===== src/rtl/phase_freq_detector.sv =====
// Tri-state digital phase/frequency detector with signed pulse-width report and lock detection.
// Define PFD_TIMEOUT_EN to force UP/DOWN back to IDLE after TIMEOUT_CYCLES with no closing edge.
module phase_freq_detector #(
   parameter int SYNC_STAGES    = 2,
   parameter int LOCK_WINDOW    = 4,
   parameter int LOCK_COUNT     = 64,
   parameter int TIMEOUT_CYCLES = 4096
) (
   input  logic               clk,
   input  logic               rst_n,
   input  logic               ref_in,
   input  logic               fb_in,
   input  logic               enable,
   output logic               up,
   output logic               down,
   output logic signed [15:0] phase_err,
   output logic               locked
);

   localparam logic [15:0] WIDTH_MAX = 16'd32767;
   localparam int GW = $clog2(LOCK_COUNT + 1);
   localparam logic [GW-1:0] GOOD_MAX = GW'(LOCK_COUNT);

   typedef enum logic [1:0] {IDLE, UP, DOWN} state_t;

   logic [SYNC_STAGES-1:0] ref_sync, fb_sync;
   logic                   ref_d, fb_d;
   logic                   ref_rise, fb_rise;

   state_t               state, state_next;
   logic [15:0]          width, width_next, width_inc;
   logic signed [15:0]   phase_err_next;
   logic [GW-1:0]        good_cnt, good_next;
   logic                 locked_next;
   logic                 compare, slip, timeout;
   logic [15:0]          cmp_width;

   // Synchronisers and history flops keep running while disabled so no stale edge fires later.
   always_ff @(posedge clk or negedge rst_n) begin
      if (!rst_n) begin
         ref_sync <= '0;
         fb_sync  <= '0;
         ref_d    <= 1'b0;
         fb_d     <= 1'b0;
      end else begin
         ref_sync <= {ref_sync[SYNC_STAGES-2:0], ref_in};
         fb_sync  <= {fb_sync[SYNC_STAGES-2:0], fb_in};
         ref_d    <= ref_sync[SYNC_STAGES-1];
         fb_d     <= fb_sync[SYNC_STAGES-1];
      end
   end

   assign ref_rise  = ref_sync[SYNC_STAGES-1] & ~ref_d;
   assign fb_rise   = fb_sync[SYNC_STAGES-1] & ~fb_d;
   assign width_inc = (width == WIDTH_MAX) ? width : width + 16'd1;

`ifdef PFD_TIMEOUT_EN
   assign timeout = (width >= 16'(TIMEOUT_CYCLES));
`else
   // Without the recovery feature the pulse persists; width simply saturates.
   logic timeout_unused;
   assign timeout_unused = (width >= 16'(TIMEOUT_CYCLES));
   assign timeout        = 1'b0;
`endif

   always_comb begin
      state_next     = state;
      width_next     = width;
      phase_err_next = phase_err;
      compare        = 1'b0;
      cmp_width      = 16'd0;
      slip           = 1'b0;
      if (enable) begin
         unique case (state)
            IDLE: begin
               if (ref_rise && fb_rise) begin
                  compare        = 1'b1;
                  phase_err_next = 16'sd0;
               end else if (ref_rise) begin
                  state_next = UP;
                  width_next = 16'd1;
               end else if (fb_rise) begin
                  state_next = DOWN;
                  width_next = 16'd1;
               end
            end
            UP: begin
               if (fb_rise) begin
                  compare        = 1'b1;
                  cmp_width      = width;
                  phase_err_next = width;
                  state_next     = ref_rise ? UP : IDLE;
                  width_next     = ref_rise ? 16'd1 : 16'd0;
               end else if (timeout) begin
                  slip           = 1'b1;
                  state_next     = IDLE;
                  width_next     = 16'd0;
                  phase_err_next = 16'sd32767;
               end else begin
                  width_next = width_inc;
                  slip       = ref_rise;
               end
            end
            DOWN: begin
               if (ref_rise) begin
                  compare        = 1'b1;
                  cmp_width      = width;
                  phase_err_next = -width;
                  state_next     = fb_rise ? DOWN : IDLE;
                  width_next     = fb_rise ? 16'd1 : 16'd0;
               end else if (timeout) begin
                  slip           = 1'b1;
                  state_next     = IDLE;
                  width_next     = 16'd0;
                  phase_err_next = -16'sd32767;
               end else begin
                  width_next = width_inc;
                  slip       = fb_rise;
               end
            end
            default: state_next = IDLE;
         endcase
      end else begin
         state_next = IDLE;
         width_next = 16'd0;
      end
   end

   // Lock bookkeeping: each completed comparison either extends the in-phase run or breaks it.
   always_comb begin
      good_next = good_cnt;
      if (!enable || slip) begin
         good_next = '0;
      end else if (compare) begin
         if (cmp_width <= 16'(LOCK_WINDOW))
            good_next = (good_cnt == GOOD_MAX) ? good_cnt : good_cnt + GW'(1);
         else
            good_next = '0;
      end
      locked_next = (good_next == GOOD_MAX);
   end

   always_ff @(posedge clk or negedge rst_n) begin
      if (!rst_n) begin
         state     <= IDLE;
         width     <= 16'd0;
         phase_err <= 16'sd0;
         good_cnt  <= '0;
         locked    <= 1'b0;
         up        <= 1'b0;
         down      <= 1'b0;
      end else begin
         state     <= state_next;
         width     <= width_next;
         phase_err <= phase_err_next;
         good_cnt  <= good_next;
         locked    <= locked_next;
         up        <= (state_next == UP);
         down      <= (state_next == DOWN);
      end
   end

endmodule


===== config.mk =====
export PLATFORM = sky130hd
export DESIGN_NAME = phase_freq_detector
export DESIGN_NICKNAME = d
export VERILOG_FILES = /design/src/rtl/phase_freq_detector.sv
export SDC_FILE = /design/constraint.sdc
export NUM_CORES = 1
export LEC_CHECK = 0
export CORE_MARGIN = 3
export CORE_UTILIZATION = 40
export CTS_CLUSTER_SIZE = 12
export DETAILED_ROUTE_END_ITERATION = 8
export REMOVE_ABC_BUFFERS = 1
export SETUP_SLACK_MARGIN = 0.02
export SYNTH_ARGS = -nofsm -noshare
export SYNTH_HDL_FRONTEND = slang
export SYNTH_SLANG_ARGS = --single-unit

===== constraint.sdc =====
create_clock -name clk -period 3.2 [get_ports clk]
set_input_delay 0.64 -clock clk [delete_from_list [all_inputs] [get_ports clk]]
set_output_delay 0.64 -clock clk [all_outputs]
set_load 0.02 [all_outputs]

# == Word-level counts from Yosys, hierarchy flattened ==
# Index checks and enable logic that the tools add are counted.
# Widths: inputs -> output; s select.
# totals
regBits,50
output_inout_bits,19
elab_cells,79
# op_classes
n_addsub,3
n_lt_le_gt_ge,1
n_eq_ne,13
mux,40
n_bitwise,4
reduce_logical,7
# op_table
operator,count
$mux 16,13
$pmux 16 s3,2
$pmux 16 s2,1
$mux 7,4
$add 16x1->16 const B,1
$eq 16x15->1 const B,1
$le 16x3->1 const B,1
$neg 16->16,1
$eq 7x7->1 const B,2
$mux 2,7
$mux 1,10
$add 7x1->7 const B,1
$ne 2x2->1 const B,3
$pmux 2 s3,1
$reduce_and 5->1,1
$eq 2x1->1 const B,2
$eq 2x2->1 const B,2
$ne 4x1->1 const B,1
$ne 4x4->1 const B,1
$ne 3x3->1 const B,1
$pmux 1 s3,1
$reduce_and 3->1,1
$reduce_bool 3->1,1
$and 1x1->1,2
other kinds (6),7

# == Depth between registers and ports, before layout ==
# Gate-level depths: netlist (run 1).
# logic_depth
depth_word,10
ltp_mapped,10
ltp_nobuf,8

# == Least setup slack after synthesis (run 1) ==
# OpenSTA, ideal clock, no wires.
# synth_timing
kind,register to register
from,reg state[1]
to,reg locked
arrival_time_ns,2.100
required_ns,3.134
slack_ns,1.033
stages_incl_launch_ff,10
synth_period_minus_slack_ns,2.167
path_cell_list,dfrtp_1 inv_1 ha_1 buf_2 and3b_1 a311oi_2 nor3_1 or4_1 a22oi_1 and3_1
# synth_via
elab_chain_len,8
word_cells_on_any_way,15
cone_classes,1 x order compare; 3 x eq/ne; 9 x mux; 2 x reduce/logical
# synth_lines
element,line,text
start: declaration,30,"state_t state, state_next;"
start signal: assignment,153,state <= state_next;
$eq 2x2->1 or $eq 2x1->1 (tied branches),74,unique case (state)
$pmux 16 s2,74,
$mux 16,73,if (enable) begin
$le 16x3->1,135,if (cmp_width <= 16'(LOCK_WINDOW))
$mux 7,135,
$mux 7,134,end else if (compare) begin
$mux 7 (*),132,if (!enable || slip) begin
$eq 7x7->1 (*),140,locked_next = (good_next == GOOD_MAX);
via locked_next,34,logic locked_next;
end signal: assignment,157,locked <= locked_next;
end: declaration,17,output logic locked
# The timed path passes the listed nets; every way through them passes the cells marked *.
# A chain may end at the register's enable or synchronous reset.

# == Worst setup path in the final report (run 1) ==
# layout_timing
from,reg state[1]
to,reg width[11]
# layout_via
elab_chain_len,3
word_cells_on_any_way,9
cone_classes,5 x eq/ne; 2 x mux; 2 x reduce/logical
# layout_lines
element,line,text
$eq 2x2->1 (tied with other cells),74,
$ne 4x1->1 (no line) (tied with other cells),--,
$reduce_and 3->1 (no line) or $mux 16 (tied branches),--,
end signal: assignment,154,width <= width_next;
end: declaration,31,"logic [15:0] width, width_next, width_inc;"
# Parallel ways exist; a longest one is shown, timed or not.

==> impl_metrics.xml, run 1 <==
<?xml version="1.0" encoding="UTF-8"?>
<metrics>
  <group name="synthesis">
    <metric name="postSynthRegisterBits" unit="">50</metric>
    <metric name="post_synth_edffs" unit="">0</metric>
    <metric name="syn-instance-count" unit="">344</metric>
    <metric name="ys_async_sr_fraction" unit="%">100.0</metric>
    <metric name="yosysTopAreaCell" unit="">dfrtp_1</metric>
    <metric name="post_synth_instance_area" unit="mm2">0.003022</metric>
    <metric name="yosys_warnings" unit="">0</metric>
    <metric name="synth.most_common_cell" unit="">dfrtp_1</metric>
    <metric name="netlist_top_cells_area" unit="">dfrtp_1 41%, o21ai_0 5.3%, nand2_1 4.2%</metric>
    <metric name="synth_top_area_share" unit="%">41.41</metric>
    <metric name="netlist-cell-type-count" unit="">61</metric>
    <metric name="netlist_top_cells_count" unit="">50 x dfrtp_1, 34 x nand2_1, 32 x o21ai_0</metric>
    <metric name="postSynthAreaPerCell" unit="um2">8.784</metric>
    <metric name="ys_seq_area_share" unit="%">41.41</metric>
    <metric name="synth_ff_type" unit="">dfrtp_1</metric>
  </group>
  <group name="critical_path">
    <metric name="required_time_of_the_critical_path" unit="ns">3.42</metric>
    <metric name="ff2ff_path_depth" unit="">7</metric>
    <metric name="worst-setup-path-type" unit="">reg2reg</metric>
    <metric name="worst_path_max_fanout" unit="">19</metric>
    <metric name="timing.critical_path.from_type" unit="">register</metric>
    <metric name="setup.worst_path.start" unit="">state[1]</metric>
    <metric name="timing.rr.start" unit="">state[1]</metric>
    <metric name="terminus_of_the_critical_flop_to_flop_path" unit="">width[11]</metric>
    <metric name="worst-r2r-setup-slack" unit="ns">0.71</metric>
    <metric name="timing.critical_path.to_type" unit="">register</metric>
    <metric name="crit_path_arrival_time" unit="ns">2.72</metric>
  </group>
  <group name="route">
    <metric name="drc" unit="">0</metric>
    <metric name="drtIter0Drc" unit="">149</metric>
    <metric name="detail_route.wl_per_cell" unit="um">14.89</metric>
    <metric name="ant_nets" unit="">0</metric>
    <metric name="drt_pass1_iterations" unit="">4</metric>
    <metric name="drt-total-wl" unit="mm">6.789</metric>
    <metric name="routed_via_density" unit="">5.594</metric>
    <metric name="via_count" unit="">2551</metric>
  </group>
  <group name="clock_network">
    <metric name="cts_setup_buffers" unit="">0</metric>
    <metric name="cts.repair.resized" unit="">0</metric>
    <metric name="cts_made_buffers" unit="">5</metric>
    <metric name="clk_pin_slew_worst_paths" unit="ns">0.09</metric>
    <metric name="cts_tree" unit="">yes</metric>
    <metric name="holdBufCountCts" unit="">0</metric>
    <metric name="cts-root-to-sink-buffers" unit="">2</metric>
    <metric name="clock_sinks" unit="">50</metric>
    <metric name="insertion_delay" unit="ns">0.30</metric>
    <metric name="clk_root_buffer_cell" unit="">clkbuf_8</metric>
    <metric name="cts_htree_levels" unit="">2</metric>
  </group>
  <group name="die">
    <metric name="die_height" unit="um">92.92</metric>
    <metric name="die_w" unit="um">92.92</metric>
    <metric name="die-area" unit="mm2">0.008633</metric>
    <metric name="placementRows" unit="">31</metric>
    <metric name="io-pin-count" unit="">24</metric>
    <metric name="core_region_area" unit="mm2">0.007292</metric>
    <metric name="start_util" unit="%">41.44</metric>
  </group>
  <group name="timing">
    <metric name="period_needed" unit="ns">2.495</metric>
    <metric name="final_min_period_over_clock_period" unit="%">77.95</metric>
    <metric name="worst_clock_skew" unit="ns">0.006405</metric>
    <metric name="worst_pin_slew" unit="ns">0.6129</metric>
    <metric name="timing.final.max_slew_violations" unit="">0</metric>
    <metric name="setup-violations-final" unit="">0</metric>
    <metric name="relative_max_transition_margin" unit="%">59.14</metric>
    <metric name="grt_setup_unrepaired" unit="">no</metric>
    <metric name="report.final.hold_viol_count" unit="">0</metric>
    <metric name="finalSetupTns" unit="ns">0</metric>
    <metric name="maxClockFrequency" unit="MHz">400.9</metric>
  </group>
  <group name="final_layout">
    <metric name="antenna_cells_inserted" unit="">0</metric>
    <metric name="drive_above_1_share" unit="%">7.843</metric>
    <metric name="areaGrowthSynthToFinish" unit="%">11.22</metric>
    <metric name="nNetsFinal" unit="">370</metric>
  </group>
  <group name="flow_run">
    <metric name="maxCapViolCount" unit="">0</metric>
  </group>
  <group name="place">
    <metric name="hpwlAfterDp" unit="mm">4.929</metric>
    <metric name="numPortBuffers" unit="">23</metric>
    <metric name="gpl.final_weighted_congestion" unit="">0.8311</metric>
  </group>
  <group name="power">
    <metric name="p_per_area" unit="mW/mm2">375.4</metric>
    <metric name="worst_vdd_rail_ir_drop" unit="mV">0.1567</metric>
    <metric name="power_consumption" unit="mW">1.262</metric>
    <metric name="total_leakage_power" unit="nW">1.367</metric>
  </group>
  <group name="global_routing">
    <metric name="grt_pass1_vias" unit="">2364</metric>
    <metric name="grt_remaining_overflow" unit="">0</metric>
    <metric name="antenna_found_initial" unit="">0</metric>
    <metric name="grt_max_degree" unit="">29</metric>
    <metric name="global_route.usage.total" unit="%">16.69</metric>
    <metric name="first_pass_grt_wire_length" unit="mm">11.59</metric>
  </group>
  <group name="min_path">
    <metric name="hp-class" unit="">in2async</metric>
  </group>
  <group name="run_status">
    <metric name="run_status" unit="">complete, no violations</metric>
  </group>
</metrics>
-- flip-flops by register name, summed over array words and instances (netlist names), 2 cells and up --
signal / count
fb_sync: 2
ref_sync: 2
state: 2
good_cnt: 7
width: 16
phase_err: 16
-- routing by layer --
metal	GRT usage (%)	share of wire, %
met4	3.297	0.74
met2	27.41	46
met1	23.31	50
met3	2.681	2.7
met5	0	0
-- area by class of cell --
class / instances / area [um2]
well taps: 99 / 123.9
fillers: 764 / 3931
flip-flops and latches: 50 / 1251
clock buffers: 7 / 76.32
multi-input cells: 257 / 1583
repair buffers: 30 / 277.8
inverters: 13 / 48.80
-- worst max-delay path by stage --
stage / slack [ns] / cells past startpoint / to
floorplan: 0.84 / 7 / width[11]
global placement: 0.71 / 5 / width[11]
detailed placement: 0.69 / 5 / width[11]
CTS: 0.71 / 7 / width[11]
global route: 0.46 / 7 / width[11]
finish: 0.71 / 7 / width[11]
-- through the flow --
step,hold slack (ns),cell area [um2],worst slack [ns],std cells,utilization [%]
after floorplan,0.3312,2883,0.8403,320,-
after global placement,0.3328,3284,0.7111,449,45.04
after detailed placement,0.3358,3284,0.6944,449,45.04
after CTS,0.3564,3361,0.7138,456,46.09
after global routing,0.3719,3361,0.4642,456,46.09
final,0.3421,3361,0.7055,456,46.09
-- worst max-delay path: stages, from the launching register on --
cell     delay [ns]
dfrtp_1        0.40
inv_1          0.13
ha_1           0.36
nor3_1         0.10
a31oi_1        0.34
o21ai_2        0.27
or4b_2         0.66
a21oi_1        0.15
-- where the power goes --
| group | leakage (nW) | total (mW) | internal (mW) | switching [mW] |
|---|---|---|---|---|
| Combinational | 0.647 | 0.248 | 0.0864 | 0.162 |
| Sequential | 0.681 | 0.663 | 0.648 | 0.0154 |
| Clock | 0.0383 | 0.351 | 0.151 | 0.199 |
-- cell families (layout without fill, tap and decap cells) --
| family | count (synthesis) | count (layout) | synth area share [%] |
|---|---|---|---|
| multiplexers | 2 | 2 | 0.6626 |
| adder cells (fa/ha/maj) | 8 | 8 | 3.313 |
| buffers and inverters | 37 | 50 | 6.211 |
| AO/OA/AOI/OAI | 99 | 99 | 21.12 |
| XOR/XNOR | 8 | 8 | 2.319 |
| flip-flops | 50 | 50 | 41.41 |
| AND/OR/NAND/NOR | 140 | 140 | 24.97 |
-- placed cells by master (no fill, tap or decap), types with 5 or more instances in the layout --
master,synthesis,layout
a21oi_1,19,19
a22o_1,7,7
a22oi_1,8,8
a31oi_1,7,7
buf_4,4,7
clkbuf_8,0,5
clkdlybuf4s50_1,0,22
dfrtp_1,50,50
ha_1,8,8
inv_1,13,13
nand2_1,34,34
nand3_1,16,16
nor2_1,31,31
nor3_1,14,14
o21ai_0,32,32
o31ai_1,6,6
or3_1,8,8
No activity file was read; power rests on OpenSTA's default activity.
==> inputs of run 2 (changes only) <==
==> constraint.sdc (replaced) <==
create_clock -name clk -period 2.04 [get_ports clk]
set_input_delay 0.408 -clock clk [delete_from_list [all_inputs] [get_ports clk]]
set_output_delay 0.408 -clock clk [all_outputs]
set_load 0.02 [all_outputs]
==> impl_metrics.xml, run 2 (same netlist as run 1, synthesis figures left out) <==
<?xml version="1.0" encoding="UTF-8"?>
<metrics>
  <group name="global_routing">
    <metric name="grt_pass1_vias" unit="">2591</metric>
    <metric name="grt_remaining_overflow" unit="">0</metric>
    <metric name="antenna_found_initial" unit="">0</metric>
    <metric name="global_route.usage.total" unit="%">18.21</metric>
    <metric name="grt_max_degree" unit="">51</metric>
    <metric name="first_pass_grt_wire_length" unit="mm">12.74</metric>
  </group>
  <group name="timing">
    <metric name="period_needed" unit="ns">2.103</metric>
    <metric name="finalSetupTns" unit="ns">-0.06893</metric>
    <metric name="maxClockFrequency" unit="MHz">475.6</metric>
    <metric name="setup-violations-final" unit="">2</metric>
    <metric name="grt_setup_unrepaired" unit="">yes</metric>
    <metric name="report.final.hold_viol_count" unit="">0</metric>
    <metric name="relative_max_transition_margin" unit="%">71.50</metric>
    <metric name="final_min_period_over_clock_period" unit="%">103.1</metric>
    <metric name="worst_hold_slack" unit="ns">0.09077</metric>
    <metric name="worst_pin_slew" unit="ns">0.4243</metric>
    <metric name="worst_clock_skew" unit="ns">0.006014</metric>
    <metric name="timing.final.max_slew_violations" unit="">0</metric>
    <metric name="final_critical_path_setup_slack" unit="ns">-0.06270</metric>
  </group>
  <group name="power">
    <metric name="worst_vdd_rail_ir_drop" unit="mV">0.2778</metric>
    <metric name="p_per_area" unit="mW/mm2">558.5</metric>
    <metric name="power_consumption" unit="mW">2.206</metric>
    <metric name="total_leakage_power" unit="nW">1.674</metric>
  </group>
  <group name="critical_path">
    <metric name="cpLargestDelayFamily" unit="">simple AND/OR/NAND/NOR gates</metric>
    <metric name="worst_path_max_fanout" unit="">6</metric>
    <metric name="timing.critical_path.to_type" unit="">register</metric>
    <metric name="worst_path_most_repeated_cell" unit="">buf_4</metric>
    <metric name="critical-path-max-stage-delay" unit="ns">0.40</metric>
    <metric name="crit_path_arrival_time" unit="ns">2.35</metric>
    <metric name="required_time_of_the_critical_path" unit="ns">2.29</metric>
    <metric name="critPathBufInv" unit="">2</metric>
    <metric name="timing.critical_path.cells" unit="">buf_4, ha_4, and3b_1, a311oi_2, buf_4, nor3_2, or4_1, a22oi_1, and3_1</metric>
    <metric name="cp_slowest_cell" unit="">or4_1</metric>
    <metric name="worst-setup-path-type" unit="">reg2reg</metric>
    <metric name="timing.critical_path.from_type" unit="">register</metric>
  </group>
  <group name="final_layout">
    <metric name="post_route_design_area" unit="mm2">0.003950</metric>
    <metric name="finish.utilization" unit="%">54.17</metric>
    <metric name="drive_above_1_share" unit="%">25.67</metric>
    <metric name="final.fill_count" unit="">720</metric>
    <metric name="layoutNonFillerInstCount" unit="">508</metric>
    <metric name="nNetsFinal" unit="">421</metric>
    <metric name="layout.cells.most_common_list" unit="">50 x dfrtp_1, 50 x buf_4, 33 x nand2_1</metric>
    <metric name="antenna_cells_inserted" unit="">0</metric>
    <metric name="largestRegisters" unit="">phase_err: 16 flops, width: 16 flops, good_cnt: 7 flops</metric>
    <metric name="areaGrowthSynthToFinish" unit="%">30.72</metric>
  </group>
  <group name="place">
    <metric name="placedInstanceArea" unit="mm2">0.003665</metric>
    <metric name="gpl.final_weighted_congestion" unit="">0.8589</metric>
    <metric name="numPortBuffers" unit="">23</metric>
    <metric name="placedCellCount" unit="">493</metric>
    <metric name="hpwlAfterDp" unit="mm">5.514</metric>
    <metric name="pre_cts_slack" unit="ns">-0.1346</metric>
  </group>
  <group name="clock_network">
    <metric name="holdBufCountCts" unit="">0</metric>
    <metric name="cts_made_buffers" unit="">5</metric>
    <metric name="cts-root-to-sink-buffers" unit="">2</metric>
    <metric name="cts_tree" unit="">yes</metric>
    <metric name="clock_sinks" unit="">50</metric>
    <metric name="clk_pin_slew_worst_paths" unit="ns">0.09</metric>
    <metric name="insertion_delay" unit="ns">0.30</metric>
    <metric name="cts_htree_levels" unit="">2</metric>
    <metric name="clk_root_buffer_cell" unit="">clkbuf_8</metric>
  </group>
  <group name="route">
    <metric name="ant_nets" unit="">0</metric>
    <metric name="drt_pass1_iterations" unit="">4</metric>
    <metric name="detail_route.wl_per_cell" unit="um">15.01</metric>
    <metric name="drt-total-wl" unit="mm">7.623</metric>
    <metric name="routed_via_density" unit="">5.425</metric>
    <metric name="via_count" unit="">2756</metric>
    <metric name="drc" unit="">0</metric>
    <metric name="drtIter0Drc" unit="">132</metric>
  </group>
  <group name="die">
    <metric name="core_region_area" unit="mm2">0.007292</metric>
    <metric name="io-pin-count" unit="">24</metric>
    <metric name="start_util" unit="%">41.44</metric>
    <metric name="die_w" unit="um">92.92</metric>
    <metric name="placementRows" unit="">31</metric>
    <metric name="die_height" unit="um">92.92</metric>
    <metric name="die-area" unit="mm2">0.008633</metric>
  </group>
  <group name="run_status">
    <metric name="violations" unit="">setup timing</metric>
    <metric name="run_status" unit="">finished with violations</metric>
  </group>
  <group name="min_path">
    <metric name="hp-class" unit="">in2async</metric>
  </group>
  <group name="flow_run">
    <metric name="maxCapViolCount" unit="">0</metric>
  </group>
</metrics>
-- run 2: where the power goes --
part / total (mW) / switching (mW) / internal [mW]
clock network: 0.606 / 0.331 / 0.275
logic: 0.566 / 0.308 / 0.258
registers: 1.03 / 0.0183 / 1.02
-- run 2: path summary, 6_finish.rpt --
kind                             start           end  slack, ns  cells after the start
min                              rst_n   good_cnt[5]       0.09                      2
min in group clk           ref_sync[0]   ref_sync[1]       0.36                      0
min reg2reg                ref_sync[0]   ref_sync[1]       0.36                      0
max reg2reg                   state[1]        locked      -0.06                      9
max                           state[1]        locked      -0.06                      9
max in group asynchronous        rst_n  phase_err[5]       1.73                      2
-- run 2: per-layer routing --
metal,vias up,global-route usage [%],wire length [um]
li1,1377,-,-
met1,1320,25.72,3617
met2,53,29.21,3699
met3,6,2.437,214
met4,0,5.128,91
met5,-,0,0
-- run 2: what timing repair did --
| action | CTS | global route |
|---|---|---|
| resized for setup | 18 | 17 |
| endpoints found under the setup margin | 20 | 33 |
| pin swaps | 5 | 10 |
| setup buffers | 4 | 3 |
-- run 2: layout make-up --
| cell class | count | area [um2] | area share (%) |
|---|---|---|---|
| multi-input combinational | 257 | 1709 | 43.27 |
| sequential | 50 | 1251 | 31.68 |
| timing repair buffer | 81 | 725.7 | 18.37 |
| tap | 99 | 123.9 | 3.136 |
| clock buffer | 7 | 86.33 | 2.186 |
| inverter | 13 | 48.80 | 1.235 |
| clock inverter | 1 | 5.005 | 0.1267 |
==> RTL change: new RTL, config.mk and constraints of run 1 <==
The 3 states of `state_t` get a one-hot encoding in 3 bits.
--- a/src/rtl/phase_freq_detector.sv
+++ b/src/rtl/phase_freq_detector.sv
@@ -21,7 +21,7 @@
    localparam int GW = $clog2(LOCK_COUNT + 1);
    localparam logic [GW-1:0] GOOD_MAX = GW'(LOCK_COUNT);
 
-   typedef enum logic [1:0] {IDLE, UP, DOWN} state_t;
+   typedef enum logic [2:0] {IDLE = 3'b001, UP = 3'b010, DOWN = 3'b100} state_t;
 
    logic [SYNC_STAGES-1:0] ref_sync, fb_sync;
    logic                   ref_d, fb_d;
Check against the original RTL: same outputs for any inputs over 4 cycles, from zero or initial values and one cycle with rst_n low; so few cycles prove little.
==> RTL change against run 1 <==
- via count up 1.3%
- sequential power up 11%
- cell area up 1.4%
- first-iteration DRC count down 6.0%
- total power up 13%
- area after synthesis up 1.6%
- worst setup slack better by 0.12 ns
- maximum frequency up 4.9%
- synthesized cell count up 1.7%
- routed wire length down 0.65%
- sequential cell count up 1
==> RTL change: results (changes against run 1) <==
- First-pass GRT wire length: 11810 um (+1.9%)
- Top post-synthesis cells by area: dfrtp_1 (41%), nor2_1 (5.1%), o21ai_0 (4.6%), nand2_1 (2.7%), and3_1 (2.6%)
- GRT met3 Usage: 2.494% (-0.19 points)
- Cell area after placement: 0.003316 mm^2 (+0.95%)
- Crit. Startpoint: state[0]
- GR Util met1: 25.00% (+1.7 points)
- Wire length on met3: 316 um (+76%)
- Combinational Power Share: 21.9% (+2.3 points)
- R2R Setup Slk: 0.82 ns (+0.12 ns)
- Global routing usage on met2: 25.01% (-2.4 points)
- Routed len/inst: 14.73 um (-1.1%)
- Outcome: completed
- Register share of total power: 51.5% (-1.1 points)
- Pre-CTS setup slack: 0.6007 ns (-0.09373 ns)
- Pint: 0.001013 W (+14%)
- Vias in the first global route: 2387 (+0.97%)
- Overall Global Routing Usage: 16.62% (-0.068 points)
- Post-DP HPWL: 4851 um (-1.6%)
- Sequential area share after synthesis: 41.62% (+0.21 points)
- First DRT Iteration DRCs: 140 (-6.0%)
- Routed wl met2: 3031 um (-3.3%)
- Worst R2R Start: state[0]
- Worst Tran Pin Value: 0.8775 ns (+0.2646 ns)
- Via count: 2584 (+1.3%)
- CP max FO: 13 (-6)
- Critical-path top delay cell: dfstp_2
- Layout cells sized above 1: 8.078% (+0.23 points)
- Nets: 367 (-0.81%)
- Most frequent cells after synthesis: dfrtp_1 (50), nor2_1 (42), o21ai_0 (28)
- Max IR drop VDD: 141.8 uV (-9.5%)
- Drt pass-1 iters: 5 (+1)
==> RTL change: through the flow <==
step | hold slack, ns | util (%) | instances
floorplan | 0.3312 | - | 322
global placement | 0.3359 | 45.23 | 450
detailed placement | 0.3389 | 45.23 | 450
CTS | 0.3325 | 46.48 | 458
global route | 0.3562 | 46.48 | 458
finish | 0.3148 | 46.48 | 458
==> RTL change: logic make-up after synthesis <==
| family | count (synthesis) | share of synthesized area [%] |
|---|---|---|
| compound gates | 99 | 21.28 |
| simple gates | 147 | 26.46 |
| buf+inv | 39 | 6.156 |
| xor+xnor | 10 | 2.854 |
| fa+ha+maj | 4 | 1.631 |
| flops | 51 | 41.62 |
==> RTL change: final cells by class <==
type / count / area [um^2] / area share, %
sequential: 51 / 1277 / 37.50
clock buffer: 7 / 86.33 / 2.534
tap: 99 / 123.9 / 3.636
clock inverter: 1 / 5.005 / 0.1469
inverter: 11 / 41.29 / 1.212
timing repair buffer: 29 / 270.3 / 7.932
multi-input combinational: 260 / 1603 / 47.04
